[config.mk]
export PLATFORM = sky130hd
export DESIGN_NAME = cache_arbiter
export DESIGN_NICKNAME = d
export VERILOG_FILES = /design/src/rtl/cache_arbiter.sv
export SDC_FILE = /design/constraint.sdc
export NUM_CORES = 1
export LEC_CHECK = 0
export CAP_MARGIN = 20
export CORE_AREA = 2 2 542 544
export CTS_CLUSTER_DIAMETER = 100
export DETAILED_ROUTE_END_ITERATION = 6
export DIE_AREA = 0 0 544 546
export PLACE_DENSITY = 0.3
export SLEW_MARGIN = 20
export SYNTH_ARGS = -nofsm -noshare
export SYNTH_HDL_FRONTEND = slang
export SYNTH_SLANG_ARGS = --single-unit
[constraint.sdc]
create_clock -name clk -period 2.1 [get_ports clk]
set_input_delay 0.315 -clock clk [delete_from_list [all_inputs] [get_ports clk]]
set_output_delay 0.315 -clock clk [all_outputs]
set_load 0.03 [all_outputs]
[src/rtl/cache_arbiter.sv]
// Arbitrates the I-cache and D-cache miss paths onto one cacheline adaptor port.
// Contention alternates priority; each request is latched and served to completion.
module cache_arbiter #(
  parameter int unsigned LINE_WIDTH = 256,
  parameter int unsigned ADDR_WIDTH = 32
) (
  input  logic                  clk,
  input  logic                  rst,
  input  logic                  i_read,
  input  logic [ADDR_WIDTH-1:0] i_address,
  output logic [LINE_WIDTH-1:0] i_rdata,
  output logic                  i_resp,
  input  logic                  d_read,
  input  logic                  d_write,
  input  logic [ADDR_WIDTH-1:0] d_address,
  input  logic [LINE_WIDTH-1:0] d_wdata,
  output logic [LINE_WIDTH-1:0] d_rdata,
  output logic                  d_resp,
  output logic                  mem_read,
  output logic                  mem_write,
  output logic [ADDR_WIDTH-1:0] mem_address,
  output logic [LINE_WIDTH-1:0] mem_wdata,
  input  logic [LINE_WIDTH-1:0] mem_rdata,
  input  logic                  mem_resp
);

  typedef enum logic [1:0] {IDLE, SERVE_I, SERVE_D, RELEASE} state_t;
  typedef enum logic {GRANT_I, GRANT_D} side_t;

  state_t state;
  side_t  last_grant;
  logic   d_req;
  logic   pick_d;

  assign d_req  = d_read | d_write;
  // Under contention the side that was not served last wins.
  assign pick_d = d_req & (~i_read | (last_grant == GRANT_I));

  assign i_rdata = mem_rdata;
  assign d_rdata = mem_rdata;
  assign i_resp  = mem_resp & (state == SERVE_I);
  assign d_resp  = mem_resp & (state == SERVE_D);

  // The mem_* registers double as the holding registers, so the adaptor
  // only ever sees values captured on the grant edge.
  always_ff @(posedge clk or negedge rst) begin
    if (!rst) begin
      state       <= IDLE;
      last_grant  <= GRANT_I;
      mem_read    <= 1'b0;
      mem_write   <= 1'b0;
      mem_address <= '0;
      mem_wdata   <= '0;
    end else begin
      case (state)
        IDLE: begin
          if (pick_d) begin
            state       <= SERVE_D;
            last_grant  <= GRANT_D;
            mem_address <= d_address;
            mem_wdata   <= d_wdata;
            mem_write   <= d_write;
            mem_read    <= ~d_write;
          end else if (i_read) begin
            state       <= SERVE_I;
            last_grant  <= GRANT_I;
            mem_address <= i_address;
            mem_wdata   <= '0;
            mem_write   <= 1'b0;
            mem_read    <= 1'b1;
          end
        end
        SERVE_I, SERVE_D: begin
          if (mem_resp) begin
            state       <= RELEASE;
            mem_read    <= 1'b0;
            mem_write   <= 1'b0;
            mem_address <= '0;
            mem_wdata   <= '0;
          end
        end
        RELEASE: state <= IDLE;
        default: state <= IDLE;
      endcase
    end
  end

endmodule
==> results.json, run 1 <==
{
  "synth_area_um2": 14600,
  "drv_slew": 0,
  "io_buffers": 617,
  "drc": 0,
  "grt_pass1_vias": 11500,
  "synth_seq_cells": 293,
  "grt_pass1_wl_um": 147000,
  "clkLatencyLatePin_ps": 680,
  "cts_buffers": 48,
  "synthSimpleGateAreaFrac_pct": 0.548,
  "cts_max_level": 2,
  "pin_count": 1386,
  "grt_max_degree": 67,
  "drive_above_1_share_pct": 22.8,
  "syn_inst": 1222,
  "violations": "setup timing",
  "synth_xor_area_share_pct": 0,
  "p_per_area_nw_per_um2": 1810,
  "synthAdderAreaFrac_pct": 0.257,
  "hold_class": "in -> async",
  "critPathMaxFanout": 6,
  "final_nets": 2027,
  "setup_ws_ps": -95.5,
  "crit_slowest_cell": "or3_4",
  "antenna_found_initial": 36,
  "syn_avg_cell_area_um2": 12.0,
  "synth_mux_area_share_pct": 2.55,
  "drtAntennaViolNets": 0,
  "core_area_um2": 292000,
  "final.period_utilization_pct": 105,
  "synth.yosys.warnings": 0,
  "stdcell_count": 5408,
  "start_util_pct": 5.00,
  "synth-compound-area-share_pct": 17.5,
  "grt_use_total_pct": 7.86,
  "rsz0062_at_grt": "true",
  "drt_iter0_drc": 533,
  "leakage_nw": 10.2,
  "final-setup-viol-count": 143,
  "cts_buffer_depth": 3,
  "cts_tree": "yes",
  "die_w_um": 544,
  "gp_congestion": 0.763,
  "ys_types": 25,
  "hold_viol_final": 0,
  "cp.arrival_ps": 2750,
  "viasPerCell": 1.98,
  "maxCapViolCount": 0,
  "path_clk_slew_ps": 60,
  "place_ws_ps": -216,
  "dieHeight_um": 546,
  "synth_fp_nets": 1807,
  "crit_chain": "inv_2, ha_4, nor2b_4, or3_4, buf_12, buf_16, buf_8, a22o_1",
  "clock.fmax_mhz": 455,
  "routed-via-count": 10700,
  "r2r.worst_path.cells": 8,
  "slowest_delay_ps": 520,
  "r2r_slack_ps": -100,
  "crit_cells": 8,
  "slew_headroom_pct": 60.8,
  "overflow": 0,
  "whs_ps": 148,
  "route.detailed.wl_per_inst_um": 22.5,
  "dieArea_um2": 297000,
  "cts_num_sinks": 293,
  "routed_wl_um": 121000,
  "synth_top_family_by_area": "buffers and inverters",
  "first_pass_iters": 4,
  "dp_cells": 5269,
  "layout_common_cells": "clkdlybuf4s50_1, dfrtp_1, a22o_1",
  "synthArstFlopShare_pct": 100,
  "irDropWorstVdd_v": 0.000991,
  "rows": 199,
  "layout.cells.most_common": "clkdlybuf4s50_1",
  "fillCellCount": 33800,
  "skew_ps": 31.7,
  "synth_edf_count": 0,
  "status": "finished with violations",
  "dpl.hpwl_um": 99100,
  "post-route-min-period_ps": 2200,
  "cts_root_buffer": "clkbuf_16",
  "areaGrowthSynthToFinish_pct": 69.4,
  "crit_buf_inv": 4,
  "end_kind": "flip-flop",
  "yosysSeqAreaShare_pct": 50.2,
  "synthFlopType": "dfrtp_1",
  "worstMarginPinSlew_ps": 590,
  "crit_type": "reg -> reg",
  "startpoint_type": "flip-flop",
  "required_ps": 2650,
  "cp_top_family": "simple AND/OR/NAND/NOR gates"
}
## flip-flops by register name, indices dropped and copies added, names as in the netlist
| signal | count |
|---|---|
| mem_wdata | 256 |
| mem_read | 1 |
| mem_address | 32 |
| last_grant | 1 |
| mem_write | 1 |
| state | 2 |
## worst paths after layout
check,start,to
max in group asynchronous,rst,mem_wdata[113]$_DFFE_PN0P_
worst min register to register,mem_address[8]$_DFFE_PN0P_,mem_address[8]$_DFFE_PN0P_
min in group clk,d_wdata[108],mem_wdata[108]$_DFFE_PN0P_
worst max register to register,state[0]$_DFFE_PN0P_,mem_wdata[43]$_DFFE_PN0P_
worst min-delay path,rst,mem_wdata[41]$_DFFE_PN0P_
worst max-delay path,state[0]$_DFFE_PN0P_,mem_wdata[43]$_DFFE_PN0P_
## report_power, final
| part | switching (W) | total, W | internal, W |
|---|---|---|---|
| registers | 0.00210 | 0.0105 | 0.00837 |
| clock network | 0.00344 | 0.00838 | 0.00494 |
| logic | 0.0160 | 0.0259 | 0.00992 |
## metal layers
| metal | GRT usage (%) | part of all wire, % |
|---|---|---|
| met3 | 5.93 | 17 |
| met2 | 11.0 | 40 |
| met1 | 8.26 | 36 |
| met4 | 4.81 | 6.7 |
| met5 | 0.276 | 0.18 |
## cells in the mapped netlist (3+ instances only)
cell type,count,area [um2]
buf_2,45,225
buf_4,512,3840
o2bb2ai_1,33,289
clkbuf_1,8,30.0
dfrtp_1,293,7330
inv_1,3,11.3
nand2_1,3,11.3
buf_6,8,90.1
buf_1,6,22.5
ha_1,3,37.5
a22o_1,256,2240
mux2i_1,35,350
## worst reg2reg max path: cells and delay by family (launching register included)
family | cells | cell delay [ps]
and+or+nand+nor | 2 | 640
buffers and inverters | 4 | 620
DFF | 1 | 380
AOI/OAI and AO/OA | 1 | 230
adders and majority gates | 1 | 210
## through the flow
step           total power [W]  area (um2)  setup TNS, ps  util, %
6_report                0.0448       24700          -7800     8.47
5_1_grt                 0.0476       24700         -17930     8.47
4_1_cts                 0.0454       24500         -10510     8.39
3_5_place_dp            0.0345       22200         -43420     7.61
3_3_place_gp            0.0346       22200         -54340     7.61
2_1_floorplan           0.0225       14600              0        -
## kinds of logic (layout without fill, tap and decap cells)
logic type,after synthesis,count (layout)
and+or+nand+nor,13,13
DFF,293,293
buffers and inverters,582,841
other,0,8
muxes,37,37
adders and majority gates,3,3
AOI/OAI and AO/OA,294,294
## cell type report
| type | count | area, um2 | area share [%] |
|---|---|---|---|
| antenna | 8 | 20.0 | 0.0809 |
| clock buffer | 69 | 1380 | 5.58 |
| clock inverter | 20 | 226 | 0.915 |
| inverter | 3 | 11.3 | 0.0455 |
| multi-input combinational | 347 | 3130 | 12.6 |
| sequential | 293 | 7330 | 29.6 |
| tap | 3919 | 4900 | 19.8 |
| timing repair buffer | 749 | 7740 | 31.3 |
## what timing repair did
| item | CTS | global route |
|---|---|---|
| buffers inserted | 21 | 3 |
| hold buffers | 1 | 0 |
| gates cloned | 16 | 7 |
| setup endpoints to repair | 469 | 237 |
| pin swaps | 35 | 36 |
| gates resized for setup | 229 | 24 |
| endpoints found under the hold margin | 177 | 0 |
Note: power is estimated with default switching activity, not from simulation.
==> run 2, diff against run 1 <==
- CTS_BUF_LIST: default -> sky130_fd_sc_hd__clkbuf_8
==> run 2 against run 1 <==
Effect of this change: the run still ends with setup timing left; maximum frequency fell by 4.0%; setup slack got worse by 91 ps; first-iteration DRC count increased by 22%; total power fell by 0.31%; via count grew 6.7%; global-route usage fell by 0.082 points; design area rose by 6.0%; non-clock buffer count grew 152; flip-flop and latch count unchanged; critical endpoint is now mem_address[20]$_DFFE_PN0P_; largest power group unchanged.
==> results.json, run 2 (same netlist as run 1, synthesis figures left out) <==
{
  "io_buffers": 617,
  "power.internal_w": 0.0229,
  "end_kind": "flip-flop",
  "areaGrowthSynthToFinish_pct": 79.6,
  "cts_num_sinks": 293,
  "startpoint_type": "flip-flop",
  "antenna_found_initial": 36,
  "drt_iter0_drc": 648,
  "drive_above_1_share_pct": 24.8,
  "crit_type": "reg -> reg",
  "cts_tree": "yes",
  "gp_congestion": 0.763,
  "die_w_um": 544,
  "power_w": 0.0446,
  "overflow": 0,
  "fillCellCount": 33700,
  "r2r_slack_ps": -190,
  "setup_ws_ps": -187,
  "largest_reg_flops": 256,
  "irDropWorstVdd_v": 0.000784,
  "largest_registers": "mem_wdata x256, mem_address x32, state x2",
  "pin_count": 1386,
  "dieArea_um2": 297000,
  "start_util_pct": 5.00,
  "p_seq_share_pct": 23.6,
  "drc": 0,
  "stdcell_count": 5595,
  "cp.arrival_ps": 2950,
  "stdcell_area_um2": 26200,
  "drtAntennaViolNets": 0,
  "post-route-util_pct": 8.98,
  "hold_viol_final": 0,
  "r2r.worst_path.cells": 8,
  "placed_cell_area_um2": 22200,
  "viasPerCell": 2.04,
  "first_pass_iters": 5,
  "switching_share_pct": 48.6,
  "grt_use_total_pct": 7.78,
  "final.period_utilization_pct": 109,
  "path_clk_slew_ps": 50,
  "power.switching_w": 0.0217,
  "p_per_area_nw_per_um2": 1700,
  "post-route-min-period_ps": 2290,
  "slew_headroom_pct": 64.5,
  "dp_cells": 5269,
  "layout.cells.most_common": "clkdlybuf4s50_1",
  "critPathMaxFanout": 13,
  "hold_class": "in -> reg",
  "p_clk_share_pct": 17.7,
  "power_frac_comb_pct": 58.7,
  "r2r_end": "mem_address[20]$_DFFE_PN0P_",
  "hold_end": "mem_wdata[40]$_DFFE_PN0P_",
  "clock.fmax_mhz": 437,
  "cts_buffer_depth": 4,
  "final_nets": 2206,
  "rows": 199,
  "skew_ps": 152,
  "dpl.hpwl_um": 99100,
  "hold_start": "d_wdata[40]",
  "status": "finished with violations",
  "cts_buffers": 75,
  "maxCapViolCount": 0,
  "worstMarginPinSlew_ps": 534,
  "cts_root_buffer": "clkbuf_8",
  "leakage_nw": 10.6,
  "route.detailed.wl_per_inst_um": 21.8,
  "final-setup-viol-count": 200,
  "rsz0062_at_grt": "true",
  "whs_ps": 140,
  "grt_pass1_wl_um": 147000,
  "required_ps": 2760,
  "cts_max_level": 3,
  "reg2reg_from": "state[1]$_DFFE_PN0P_",
  "grt_max_degree": 61,
  "routed_wl_um": 122000,
  "routed-via-count": 11400,
  "hold_path_depth": 2,
  "violations": "setup timing",
  "core_area_um2": 292000,
  "layout_common_cells": "clkdlybuf4s50_1, dfrtp_1, a22o_1",
  "grt_pass1_vias": 12400,
  "top_register": "mem_wdata",
  "dieHeight_um": 546,
  "drv_slew": 0,
  "clkLatencyLatePin_ps": 900
}
-- run 2: power groups by stage --
| stage | logic, W | registers (W) | clock network, W |
|---|---|---|---|
| 6_report | 0.0262 | 0.0105 | 0.00788 |
| 4_1_cts | 0.0255 | 0.0105 | 0.00846 |
| 3_5_place_dp | 0.0240 | 0.0105 | 0 |
| 3_3_place_gp | 0.0240 | 0.0106 | 0 |
| 5_1_grt | 0.0280 | 0.0109 | 0.00864 |
| 2_1_floorplan | 0.00736 | 0.0151 | 0 |
-- run 2: per-stage QoR --
step,TNS (ps),setup slack [ps]
finish,-19500,-187
global placement,-54340,-233
global route,-33760,-259
floorplan,0,94.4
CTS,-42840,-283
detailed placement,-43420,-216
-- run 2: layout make-up --
| cell class | instances | area [um2] | area share, % |
|---|---|---|---|
| diodes | 8 | 20.0 | 0.0763 |
| clock buffers | 90 | 1240 | 4.72 |
| clock inverters | 34 | 288 | 1.10 |
| inverters | 3 | 11.3 | 0.0429 |
| multi-input cells | 347 | 3190 | 12.2 |
| flip-flops and latches | 293 | 7330 | 28.0 |
| well taps | 3919 | 4900 | 18.7 |
| repair buffers | 901 | 9240 | 35.2 |
-- run 2: worst max path at each step --
stage	start	endpoint	slack [ps]	cells after the start
after global placement	d_write	mem_wdata[169]$_DFFE_PN0P_	-230	7
after global routing	state[1]$_DFFE_PN0P_	i_resp	-260	5
final	state[1]$_DFFE_PN0P_	mem_address[20]$_DFFE_PN0P_	-190	8
after detailed placement	d_read	mem_wdata[115]$_DFFE_PN0P_	-220	7
after CTS	state[1]$_DFFE_PN0P_	i_resp	-280	5
after floorplan	state[0]$_DFFE_PN0P_	mem_wdata[173]$_DFFE_PN0P_	90	8
-- run 2: routing by layer --
layer	vias to the layer above	global-route usage [%]	share of wire [%]
met5	-	0.114	0.086
met1	5402	8.02	36
met3	471	6.29	18
met2	912	10.6	39
li1	4634	-	-
met4	10	5.01	7.0
-- run 2: worst max-delay path: stages (launching register included) --
cell	delay, ps
dfrtp_1	400
inv_2	90
ha_4	200
nor2b_1	140
or3_4	470
buf_12	190
buf_12	180
clkbuf_16	190
o2bb2ai_1	130
-- run 2: timing repair --
| item | CTS | global route |
|---|---|---|
| pin swaps | 2 | 16 |
| gates resized for setup | 381 | 18 |
| cloned | 8 | 10 |
| setup endpoints to repair | 472 | 296 |
| buffers inserted | 7 | 3 |
| hold buffers | 169 | 0 |
| endpoints found under the hold margin | 455 | 0 |
==> run 3, diff against run 2 <==
- ABC_AREA: default -> 1
- CORE_AREA: 2 2 542 544 -> 2 2 546 548
- DIE_AREA: 0 0 544 546 -> 0 0 548 550
==> run 3 against run 2 <==
Effect of this change: the run now ends clean; core utilization down 0.31 points; via count up 21%; design area down 2.3%; wire length up 21%; highest routed layer unchanged; die area up 1.5%; maximum frequency up 11%; largest power group unchanged; total power down 22%; combinational power down 27%; area after synthesis up 9.0%; flip-flop and latch count unchanged; non-clock buffer count down 111.
==> results.json, run 3 <==
{
  "crit_type": "reg -> out",
  "areaGrowthSynthToFinish_pct": 61.0,
  "maxCapViolCount": 0,
  "core_area_um2": 296000,
  "worstMarginPinSlew_ps": 617,
  "pin_count": 1386,
  "synth_area_um2": 15900,
  "switching_share_pct": 50.2,
  "slew_headroom_pct": 58.9,
  "drc": 0,
  "syn_avg_cell_area_um2": 8.32,
  "synth.yosys.warnings": 0,
  "viasPerCell": 2.26,
  "p_clk_share_pct": 20.8,
  "synth_most_common_cell": "nand2_1",
  "start_util_pct": 5.38,
  "io_buffers": 617,
  "ys_types": 16,
  "routed_wl_um": 147000,
  "cts_buffer_depth": 3,
  "power_frac_comb_pct": 55.5,
  "overflow": 0,
  "startpoint_type": "flip-flop",
  "layout_common_cells": "nand2_1, clkdlybuf4s50_1, nand3_1",
  "final.period_utilization_pct": 98.4,
  "route.detailed.wl_per_inst_um": 23.9,
  "placed_cell_area_um2": 23700,
  "p_per_area_nw_per_um2": 1350,
  "cts_num_sinks": 293,
  "path_clk_slew_ps": 60,
  "final_nets": 2743,
  "dieHeight_um": 550,
  "synthFlopType": "dfrtp_1",
  "cp.arrival_ps": 1750,
  "power.internal_w": 0.0173,
  "largest_reg_flops": 256,
  "cts_max_level": 3,
  "clock.fmax_mhz": 484,
  "synthTopCellsByCount": "nand2_1, buf_4, nand3_1",
  "synth_seq_cells": 293,
  "synth_fp_nets": 2497,
  "cts_buffers": 69,
  "setup_ws_ps": 33.9,
  "syn_inst": 1912,
  "rows": 200,
  "cts_root_buffer": "clkbuf_8",
  "synth_edf_count": 0,
  "hold_viol_final": 0,
  "synthArstFlopShare_pct": 100,
  "grt_pass1_vias": 15000,
  "rsz0062_at_grt": "true",
  "drtAntennaViolNets": 0,
  "first_pass_iters": 5,
  "status": "finished clean",
  "grt_max_degree": 50,
  "routed-via-count": 13900,
  "antenna_found_initial": 30,
  "irDropWorstVdd_v": 0.000897,
  "power.switching_w": 0.0174,
  "gp_congestion": 0.763,
  "hold_class": "in -> reg",
  "layout.cells.most_common": "nand2_1",
  "critPathMaxFanout": 2,
  "fillCellCount": 34400,
  "top_register": "mem_wdata",
  "post-route-min-period_ps": 2070,
  "grt_pass1_wl_um": 180000,
  "end_kind": "output port",
  "drive_above_1_share_pct": 17.0,
  "drv_slew": 0,
  "yosys.area.top_type_share_pct": 46.1,
  "grt_use_total_pct": 9.39,
  "stdcell_area_um2": 25600,
  "dieArea_um2": 301000,
  "final-setup-viol-count": 0,
  "cts_tree": "yes",
  "die_w_um": 548,
  "synth_area_leaders": "dfrtp_1, buf_4, nand2_1",
  "p_seq_share_pct": 23.7,
  "yosysSeqAreaShare_pct": 46.1,
  "yosys.area.top_type": "dfrtp_1",
  "clkLatencyLatePin_ps": 770,
  "drt_iter0_drc": 793,
  "leakage_nw": 11.6,
  "dpl.hpwl_um": 127000,
  "required_ps": 1780,
  "largest_registers": "mem_wdata x256, mem_address x32, state x2",
  "skew_ps": 48.9,
  "place_ws_ps": -330
}
## run 3: changes by cell type in the layout (fill, tap and decap cells not counted), sizes merged, moves of 3 or more
| cell | delta |
|---|---|
| nand2 | +654 |
| nand3 | +322 |
| a22o | -256 |
| dlygate4sd3 | -107 |
| clkdlybuf4s15 | -63 |
| dlygate4sd2 | +49 |
| mux2i | -35 |
| o2bb2ai | -33 |
| clkbuf | -22 |
| buf | +20 |
| inv | +20 |
| o21ai | +5 |
| clkinv | -3 |
## run 3: path summary, 6_finish.rpt
check | start | endpoint | slack [ps] | cells past startpoint
setup / recovery | state[1]$_DFFE_PN0P_ | d_resp | 30 | 5
hold / removal | d_wdata[165] | mem_wdata[165]$_DFFE_PN0P_ | 120 | 3
setup reg to reg | state[1]$_DFFE_PN0P_ | mem_address[26]$_DFFE_PN0P_ | 110 | 11
hold reg to reg | mem_wdata[152]$_DFFE_PN0P_ | mem_wdata[152]$_DFFE_PN0P_ | 470 | 2
max in group asynchronous | rst | mem_address[12]$_DFFE_PN0P_ | 410 | 4
min in group asynchronous | rst | mem_wdata[186]$_DFFE_PN0P_ | 640 | 3
## run 3: kinds of logic after synthesis
logic type      count (synthesis)  share of synthesized area (%)
simple gates                  981                           25.7
compound gates                  8                          0.346
fa+ha+maj                       3                          0.236
buf+inv                       627                           27.6
flops                         293                           46.1
## run 3: repair_timing
action                     CTS  global route
cloned                       0             1
setup endpoints to repair  161           141
hold buffers                61             0
setup buffers                3             1
hold endpoints to repair   312             0
resized for setup          210             5
pin swaps                    1             0
## run 3: stage by stage
step | util (%) | power [W] | instances | TNS [ps] | hold WS (ps)
2_1_floorplan | - | 0.0186 | 1912 | 0 | 19.4
3_3_place_gp | 8.01 | 0.0285 | 5960 | -46640 | 331
3_5_place_dp | 8.01 | 0.0284 | 5960 | -41010 | 330
4_1_cts | 8.65 | 0.0359 | 6141 | -304 | 0.371
5_1_grt | 8.67 | 0.0375 | 6147 | -203 | 47.3
6_report | 8.67 | 0.0347 | 6151 | 0 | 118
## run 3: power by group through the flow
stage / Sequential [W] / Combinational [W] / Clock, W
6_report: 0.00824 / 0.0192 / 0.00722
5_1_grt: 0.00843 / 0.0212 / 0.00790
4_1_cts: 0.00828 / 0.0199 / 0.00773
3_5_place_dp: 0.00832 / 0.0201 / 0
3_3_place_gp: 0.00835 / 0.0202 / 0
2_1_floorplan: 0.0107 / 0.00794 / 0
## run 3: layout make-up
cell class,count,area [um2],area share (%)
clock buffers,75,1030,4.03
repair buffers,790,7670,29.9
clock inverters,42,332,1.29
inverters,12,47.5,0.186
well taps,3939,4930,19.2
multi-input cells,992,4270,16.6
flip-flops and latches,293,7330,28.6
diodes,8,20.0,0.0781
## run 3: layer usage
metal  global-route usage [%]  wire length (um)  vias up
li1                         -                 -     6017
met2                     13.7             61700      993
met1                     8.73             47400     6465
met5                    0.141               169        -
met3                     8.63             29900      390
met4                     5.02              8060       18
## run 3: critical path: stages (launching register included)
cell	delay (ps)
dfrtp_1	390
buf_4	150
ha_4	170
nand2_8	80
inv_4	50
buf_12	130
